`config.mk`:
```
export PLATFORM = sky130hd
export DESIGN_NAME = div_ctrl_flat
export DESIGN_NICKNAME = d
export VERILOG_FILES = /design/src/rtl/cpu_pkg.sv /design/src/rtl/div_ctrl_if.sv /design/src/rtl/div_step.sv /design/src/rtl/div_ctrl.sv /design/src/flat_wrapper.sv
export SDC_FILE = /design/constraint.sdc
export NUM_CORES = 1
export LEC_CHECK = 0
export BUFFER_PORTS_ARGS = -buffer_cell sky130_fd_sc_hd__buf_2
export CAP_MARGIN = 20
export CORE_MARGIN = 4
export CORE_UTILIZATION = 54
export DETAILED_ROUTE_END_ITERATION = 10
export HOLD_SLACK_MARGIN = 0.12
export MAX_ROUTING_LAYER = met4
export PLACE_DENSITY = 0.83
export SYNTH_ARGS = -nofsm -noshare
export SYNTH_HDL_FRONTEND = slang
export SYNTH_SLANG_ARGS = --single-unit
```
`constraint.sdc`:
```
create_clock -name clk -period 4.3 [get_ports clk]
set_input_delay 0 -clock clk [delete_from_list [all_inputs] [get_ports clk]]
set_output_delay 0 -clock clk [all_outputs]
set_load 0.01 [all_outputs]
```
`src/rtl/cpu_pkg.sv`:
```
`default_nettype none
// ============================================================================
// Module   : cpu_pkg
// Purpose  : Shared constants for the divider: default width, FSM state
//            encoding and the divide-by-zero quotient pattern.
// Revision : 1.0 - initial release
// ============================================================================
package cpu_pkg;

  localparam int DIV_WIDTH = 32;

  typedef logic [1:0] div_state_t;

  localparam logic [1:0] DIV_IDLE = 2'd0;
  localparam logic [1:0] DIV_BUSY = 2'd1;
  localparam logic [1:0] DIV_DONE = 2'd2;

  // Quotient returned for a zero divisor: all ones, truncated to WIDTH at use.
  localparam logic [63:0] DIVZ_QUO = '1;

endpackage
`default_nettype wire

```
`src/rtl/div_ctrl_if.sv`:
```
`default_nettype none
// ============================================================================
// Module   : div_ctrl_if
// Purpose  : Execute-stage <-> divider bundle (request, operands, stall,
//            completion and results).
// Revision : 1.0 - initial release
// ============================================================================
interface div_ctrl_if import cpu_pkg::*; #(
  parameter int WIDTH = DIV_WIDTH
);

  logic             start;
  logic             signed_div;
  logic [WIDTH-1:0] opa;
  logic [WIDTH-1:0] opb;
  logic             annul;
  logic             stall;
  logic             done;
  logic [WIDTH-1:0] hi;
  logic [WIDTH-1:0] lo;

  // Pipeline side: issues requests, consumes results.
  modport master (
    output start, signed_div, opa, opb, annul,
    input  stall, done, hi, lo
  );

  // Divider side.
  modport slave (
    input  start, signed_div, opa, opb, annul,
    output stall, done, hi, lo
  );

endinterface
`default_nettype wire

```
`src/rtl/div_step.sv`:
```
`default_nettype none
// ============================================================================
// Module   : div_step
// Purpose  : One restoring shift-subtract iteration. The dividend is shifted
//            out of the top of quo_i into the partial remainder while the
//            new quotient bit is shifted into the bottom.
// Revision : 1.0 - initial release
// ============================================================================
module div_step #(
  parameter int WIDTH = 32
) (
  input  logic [WIDTH-1:0] rem_i,
  input  logic [WIDTH-1:0] quo_i,
  input  logic [WIDTH-1:0] dvsr_i,
  output logic [WIDTH-1:0] rem_o,
  output logic [WIDTH-1:0] quo_o
);

  logic [WIDTH:0] shifted;
  logic [WIDTH:0] diff;
  logic           ge;

  // Trial subtraction; keep the difference only when it does not borrow.
  always_comb begin
    shifted = {rem_i, quo_i[WIDTH-1]};
    diff    = shifted - {1'b0, dvsr_i};
    ge      = (shifted >= {1'b0, dvsr_i});
    rem_o   = ge ? diff[WIDTH-1:0] : shifted[WIDTH-1:0];
    quo_o   = {quo_i[WIDTH-2:0], ge};
  end

endmodule
`default_nettype wire

```
`src/rtl/div_ctrl.sv`:
```
`default_nettype none
// ============================================================================
// Module   : div_ctrl
// Purpose  : Multi-cycle signed/unsigned integer divider for the execute
//            stage. Magnitudes are divided with one restoring step per cycle;
//            signs are applied on the final step as the result is captured.
// Revision : 1.0 - initial release
// ============================================================================
module div_ctrl import cpu_pkg::*; #(
  parameter int WIDTH = DIV_WIDTH,
  parameter int CNT_W = 6
) (
  input  logic       clk,
  input  logic       rst,
  div_ctrl_if.slave  bus
);

  logic [1:0]       state_q, state_d;
  logic [CNT_W-1:0] cnt_q,   cnt_d;
  logic [WIDTH-1:0] rem_q,   rem_d;
  logic [WIDTH-1:0] quo_q,   quo_d;
  logic [WIDTH-1:0] dvsr_q,  dvsr_d;
  logic             sa_q,    sa_d;
  logic             sb_q,    sb_d;
  logic             sdiv_q,  sdiv_d;
  logic [WIDTH-1:0] hi_q,    hi_d;
  logic [WIDTH-1:0] lo_q,    lo_d;

  logic [WIDTH-1:0] opa_abs;
  logic [WIDTH-1:0] opb_abs;
  logic [WIDTH-1:0] step_rem;
  logic [WIDTH-1:0] step_quo;
  logic [WIDTH-1:0] quo_fix;
  logic [WIDTH-1:0] rem_fix;
  logic             neg_quo;
  logic             neg_rem;
  logic             last_step;

  div_step #(.WIDTH(WIDTH)) u_step (
    .rem_i  (rem_q),
    .quo_i  (quo_q),
    .dvsr_i (dvsr_q),
    .rem_o  (step_rem),
    .quo_o  (step_quo)
  );

  // Operand magnitudes; only signed requests take absolute values.
  always_comb begin
    opa_abs = (bus.signed_div && bus.opa[WIDTH-1]) ? -bus.opa : bus.opa;
    opb_abs = (bus.signed_div && bus.opb[WIDTH-1]) ? -bus.opb : bus.opb;
  end

  // Sign correction of the final step result (quotient follows sign XOR,
  // remainder follows the dividend).
  always_comb begin
    neg_quo   = sdiv_q && (sa_q ^ sb_q);
    neg_rem   = sdiv_q && sa_q;
    quo_fix   = neg_quo ? -step_quo : step_quo;
    rem_fix   = neg_rem ? -step_rem : step_rem;
    last_step = (cnt_q == CNT_W'(WIDTH - 1));
  end

  // Next-state logic: IDLE accepts, BUSY iterates, DONE pulses for one cycle.
  always_comb begin
    state_d = state_q;
    cnt_d   = cnt_q;
    rem_d   = rem_q;
    quo_d   = quo_q;
    dvsr_d  = dvsr_q;
    sa_d    = sa_q;
    sb_d    = sb_q;
    sdiv_d  = sdiv_q;
    hi_d    = hi_q;
    lo_d    = lo_q;
    case (state_q)
      DIV_IDLE: begin
        if (bus.start && !bus.annul) begin
          if (bus.opb == '0) begin
            state_d = DIV_DONE;
            hi_d    = bus.opa;
            lo_d    = WIDTH'(DIVZ_QUO);
          end else begin
            state_d = DIV_BUSY;
            cnt_d   = '0;
            rem_d   = '0;
            quo_d   = opa_abs;
            dvsr_d  = opb_abs;
            sa_d    = bus.opa[WIDTH-1];
            sb_d    = bus.opb[WIDTH-1];
            sdiv_d  = bus.signed_div;
          end
        end
      end
      DIV_BUSY: begin
        if (bus.annul) begin
          state_d = DIV_IDLE;
        end else begin
          rem_d = step_rem;
          quo_d = step_quo;
          cnt_d = cnt_q + CNT_W'(1);
          if (last_step) begin
            state_d = DIV_DONE;
            hi_d    = rem_fix;
            lo_d    = quo_fix;
          end
        end
      end
      DIV_DONE: begin
        state_d = DIV_IDLE;
      end
      default: begin
        state_d = DIV_IDLE;
      end
    endcase
  end

  // State and datapath registers with asynchronous active-low clear.
  always_ff @(posedge clk or negedge rst) begin
    if (!rst) begin
      state_q <= DIV_IDLE;
      cnt_q   <= '0;
      rem_q   <= '0;
      quo_q   <= '0;
      dvsr_q  <= '0;
      sa_q    <= 1'b0;
      sb_q    <= 1'b0;
      sdiv_q  <= 1'b0;
      hi_q    <= '0;
      lo_q    <= '0;
    end else begin
      state_q <= state_d;
      cnt_q   <= cnt_d;
      rem_q   <= rem_d;
      quo_q   <= quo_d;
      dvsr_q  <= dvsr_d;
      sa_q    <= sa_d;
      sb_q    <= sb_d;
      sdiv_q  <= sdiv_d;
      hi_q    <= hi_d;
      lo_q    <= lo_d;
    end
  end

  // Stall is combinational so the request cycle itself freezes the pipe;
  // it drops in DONE so the divide instruction retires with its result.
  always_comb begin
    bus.stall = ((state_q == DIV_IDLE) && bus.start) || (state_q == DIV_BUSY);
    bus.done  = (state_q == DIV_DONE);
    bus.hi    = hi_q;
    bus.lo    = lo_q;
  end

endmodule
`default_nettype wire

```
`src/flat_wrapper.sv`:
```
// flat-port wrapper written by rule: the top's interface ports become plain ports
module div_ctrl_flat import cpu_pkg::*;
#(
  parameter int WIDTH = DIV_WIDTH,
  parameter int CNT_W = 6
)
  (clk, rst, bus_start, bus_signed_div, bus_opa, bus_opb, bus_annul, bus_stall, bus_done, bus_hi, bus_lo);
  div_ctrl_if #(.WIDTH(WIDTH)) bus_i ();
  input  logic clk;
  input  logic rst;
  input wire logic [$bits(bus_i.start)-1:0] bus_start;
  input wire logic [$bits(bus_i.signed_div)-1:0] bus_signed_div;
  input wire logic [$bits(bus_i.opa)-1:0] bus_opa;
  input wire logic [$bits(bus_i.opb)-1:0] bus_opb;
  input wire logic [$bits(bus_i.annul)-1:0] bus_annul;
  output wire logic [$bits(bus_i.stall)-1:0] bus_stall;
  output wire logic [$bits(bus_i.done)-1:0] bus_done;
  output wire logic [$bits(bus_i.hi)-1:0] bus_hi;
  output wire logic [$bits(bus_i.lo)-1:0] bus_lo;
  assign bus_i.start = bus_start;
  assign bus_i.signed_div = bus_signed_div;
  assign bus_i.opa = bus_opa;
  assign bus_i.opb = bus_opb;
  assign bus_i.annul = bus_annul;
  assign bus_stall = bus_i.stall;
  assign bus_done = bus_i.done;
  assign bus_hi = bus_i.hi;
  assign bus_lo = bus_i.lo;
  div_ctrl #(.WIDTH(WIDTH), .CNT_W(CNT_W)) u_core (.clk(clk), .rst(rst), .bus(bus_i));
endmodule
```
==> results.toml <==
[global_routing]
grt_pass1_wl_mm = 64.7
antenna_found_initial = 0
grt_max_degree = 115
grtUsageTotal_pct = 32.1
use_met2_pct = 52.6
met3_usage_pct = 4.61
use_met1_pct = 39.8
grt-busiest-layer = "met2"
grt_pass1_vias = 12400
grt-ovfl-total = 0

[logic_synthesis]
ys_ff_latch = 171
async_flop_share_pct = 100
yosysTopAreaCellShare_pct = 34.7
synthDistinctLibCells = 87
netlist_area_sq_mm = 0.0123
ys.flop_type = "dfrtp_1"
synth_enable_flop_cells = 0
synth_area_leaders = "dfrtp_1 (35%), nand2_1 (6.4%), o21ai_0 (6.4%), a21oi_1 (6.3%), xnor2_1 (5.2%)"
ys_warn_count = 0
synth_top_cell_by_area = "dfrtp_1"
synth_fp_nets = 1651
synth_cells = 1544
synth_area_per_cell_sq_um = 7.99
ys_seq_area_share_pct = 34.7

[floorplan]
core.rowCount = 55
die_h_microns = 159
die_area_sq_mm = 0.0253
start_util_pct = 54.7
fp.coreArea_sq_mm = 0.0226
boundaryPins = 135
die_w_microns = 159

[power]
power.density_mw_per_mm2 = 526
leakagePower_nw = 6.52
peakVddDrop_v = 0.000286
total_power_mw = 7.91

[worst_setup_path]
slowest_stage = "fa_1"
worstSetupStartpointType = "flip-flop"
cpPeakStageDelay_ns = 0.42
worstPathArrival_ns = 4.43
cp_max_fo = 4
crit_path_end_kind = "flip-flop"
cp_num_buf_inv = 3
crit-reg2reg-launch = "u_core.quo_q[31]"
path_cells = "inv_1 > ha_1 > inv_1 > fa_1 > a21o_1 > a221oi_4 > o2bb2ai_1 > or4_1 > o211a_1 > a211o_1 > a21bo_2 > nor4b_4 > buf_4 > a21oi_1 > mux2i_1 > nand3_1"
critPathKind = "flip-flop to flip-flop"
crit_start = "u_core.quo_q[31]"
cp_top_family = "compound AO/OA/AOI/OAI gates"
crit_path_frequent_cell = "inv_1"
required_ns = 4.61

[clocking]
clockRootBuffer = "clkbuf_16"
insertion_delay_ns = 0.45
clockBufferDepth = 2
cts_tree = "yes"
clkTransAtPathRegs_ns = 0.08
cts.sinks = 171
cts_htree_levels = 4
cts_inserted_buffers = 17

[detailed_routing]
first_pass_iters = 6
route.final.wire_length_mm = 40.1
drtIter0Drc = 1280
via_per_inst = 6.24
routedWlPerCell_microns = 19.7
drcViolationCount = 0
num_vias = 12700
ant_nets = 0

[place]
dpl_worst_slack_ns = -0.00587
gp_congestion = 0.968
hpwlAfterDp_mm = 28.0
numPortBuffers = 134

[hold_path]
hold_class = "input pin to flip-flop"
hold_start = "bus_opa[11]"

[sta]
worst_slack_ns = 0.184
timing.fmax_mhz = 243
clock_skew_ns = 0.0155
finalHoldViolations = 0
slew_headroom_pct = 38.2
slew_viol_final = 0
fin_crit_ns = 4.12
fin_crit_sh_pct = 95.7
rsz0062_at_grt = "no"
tightest_slew_ns = 0.924
finalSetupViolCount = 0

[cells_and_area]
final_nets = 1850
syn2layout_area_growth_pct = 21.9
mostFrequentLayoutCells = "nand2_1 (211), dfrtp_1 (171), o21ai_0 (158), nor2_1 (153), a21oi_1 (150)"
num_antenna_cells = 0
n_fill_cell = 1834
final_common_cell = "nand2_1"
drive_above_1_share_pct = 17.1

[status]
status = "completed"

[flow_run]
max-cap-violations = 0
[sequential cells by signal (all words and copies together) (netlist names)]
register and count:
u_core.bus.hi 32, u_core.rem_q 32, u_core.bus.lo 32, u_core.sb_q 1, u_core.dvsr_q 32, u_core.sdiv_q 1, u_core.state_q 2, u_core.quo_q 32
u_core.sa_q 1, u_core.cnt_q 6
[kinds of logic after synthesis]
| kind of cell | synth area share [%] |
|---|---|
| multiplexers | 2.38 |
| XOR/XNOR | 8.94 |
| adder cells (fa/ha/maj) | 3.91 |
| buffers and inverters | 4.84 |
| AO/OA/AOI/OAI | 24.7 |
| flip-flops | 34.7 |
| AND/OR/NAND/NOR | 20.6 |
[final cells by class]
| class | count | area, sq um | area share (%) |
|---|---|---|---|
| clock buffer | 17 | 425 | 2.83 |
| clock inverter | 15 | 194 | 1.29 |
| inverter | 55 | 209 | 1.39 |
| multi-input combinational | 1230 | 7630 | 50.8 |
| sequential | 171 | 4280 | 28.5 |
| tap | 285 | 357 | 2.37 |
| timing repair buffer | 268 | 1940 | 12.9 |
[final timing paths]
check,to,slack [ns],cells past startpoint
max,u_core.bus.hi[27],0.18,16
min in group asynchronous,u_core.rem_q[25],0.60,3
max in group asynchronous,u_core.bus.hi[28],2.20,4
min reg2reg,u_core.bus.lo[0],0.49,2
min,u_core.quo_q[11],0.12,5
max reg2reg,u_core.bus.hi[27],0.18,16
[stage by stage]
step | cells | utilization, % | instance area (sq um) | TNS (ns) | hold WS (ns)
after global routing | 2041 | 66.6 | 15000 | 0 | 0.163
final | 2041 | 66.6 | 15000 | 0 | 0.118
after floorplan | 1544 | - | 12400 | 0 | -0.296
after detailed placement | 1924 | 59.6 | 13500 | -0.00587 | 0.00111
after CTS | 2037 | 65.9 | 14900 | 0 | 0.131
after global placement | 1924 | 59.6 | 13500 | 0 | -0.00875
[where the power goes]
part / total (mW) / switching (mW) / internal (mW) / leakage [nW]
combinational: 4.17 / 2.54 / 1.63 / 4.06
clock: 1.61 / 0.815 / 0.795 / 0.299
sequential: 2.13 / 0.260 / 1.87 / 2.17
total: 7.91 / 3.61 / 4.30 / 6.52
[repair_timing]
action | in CTS | in global routing
setup endpoints to repair | 3 | 21
buffers inserted | 2 | 3
gates resized for setup | 1 | 24
endpoints found under the hold margin | 153 | 0
hold buffers | 79 | 0
pin swaps | 2 | 5
[synthesized netlist by cell type, types with 7 or more instances]
cell / n
or3_1: 20
ha_1: 37
nand2_1: 211
and2_1: 17
a21o_1: 14
nand3_1: 25
buf_2: 24
buf_1: 7
o211ai_1: 8
xnor2_1: 73
nor3_1: 37
mux2i_1: 21
and3_1: 9
o41ai_1: 9
o31ai_1: 17
xor2_1: 53
a31oi_1: 34
nand4_1: 15
a21oi_1: 155
o21a_1: 10
o21ai_0: 158
a211oi_1: 12
dfrtp_1: 171
inv_1: 54
clkbuf_1: 53
nand2b_1: 8
nor2_1: 154
nor4_1: 15
[worst reg2reg max path, cell delays in order (launching register included)]
cell and delay, ns:
dfrtp_1 0.40, inv_1 0.08, ha_1 0.18, inv_1 0.06, fa_1 0.42, a21o_1 0.24
a221oi_4 0.35, o2bb2ai_1 0.16, or4_1 0.41, o211a_1 0.18, a211o_1 0.29, a21bo_2 0.26
nor4b_4 0.28, buf_4 0.19, a21oi_1 0.08, mux2i_1 0.29, nand3_1 0.12
[routing by layer]
metal | vias up | part of all wire [%]
met5 | - | 0
met4 | 0 | 4.6
met3 | 150 | 6.7
met2 | 610 | 48
met1 | 6072 | 41
li1 | 5901 | -
(Power assumes the default switching activity.)
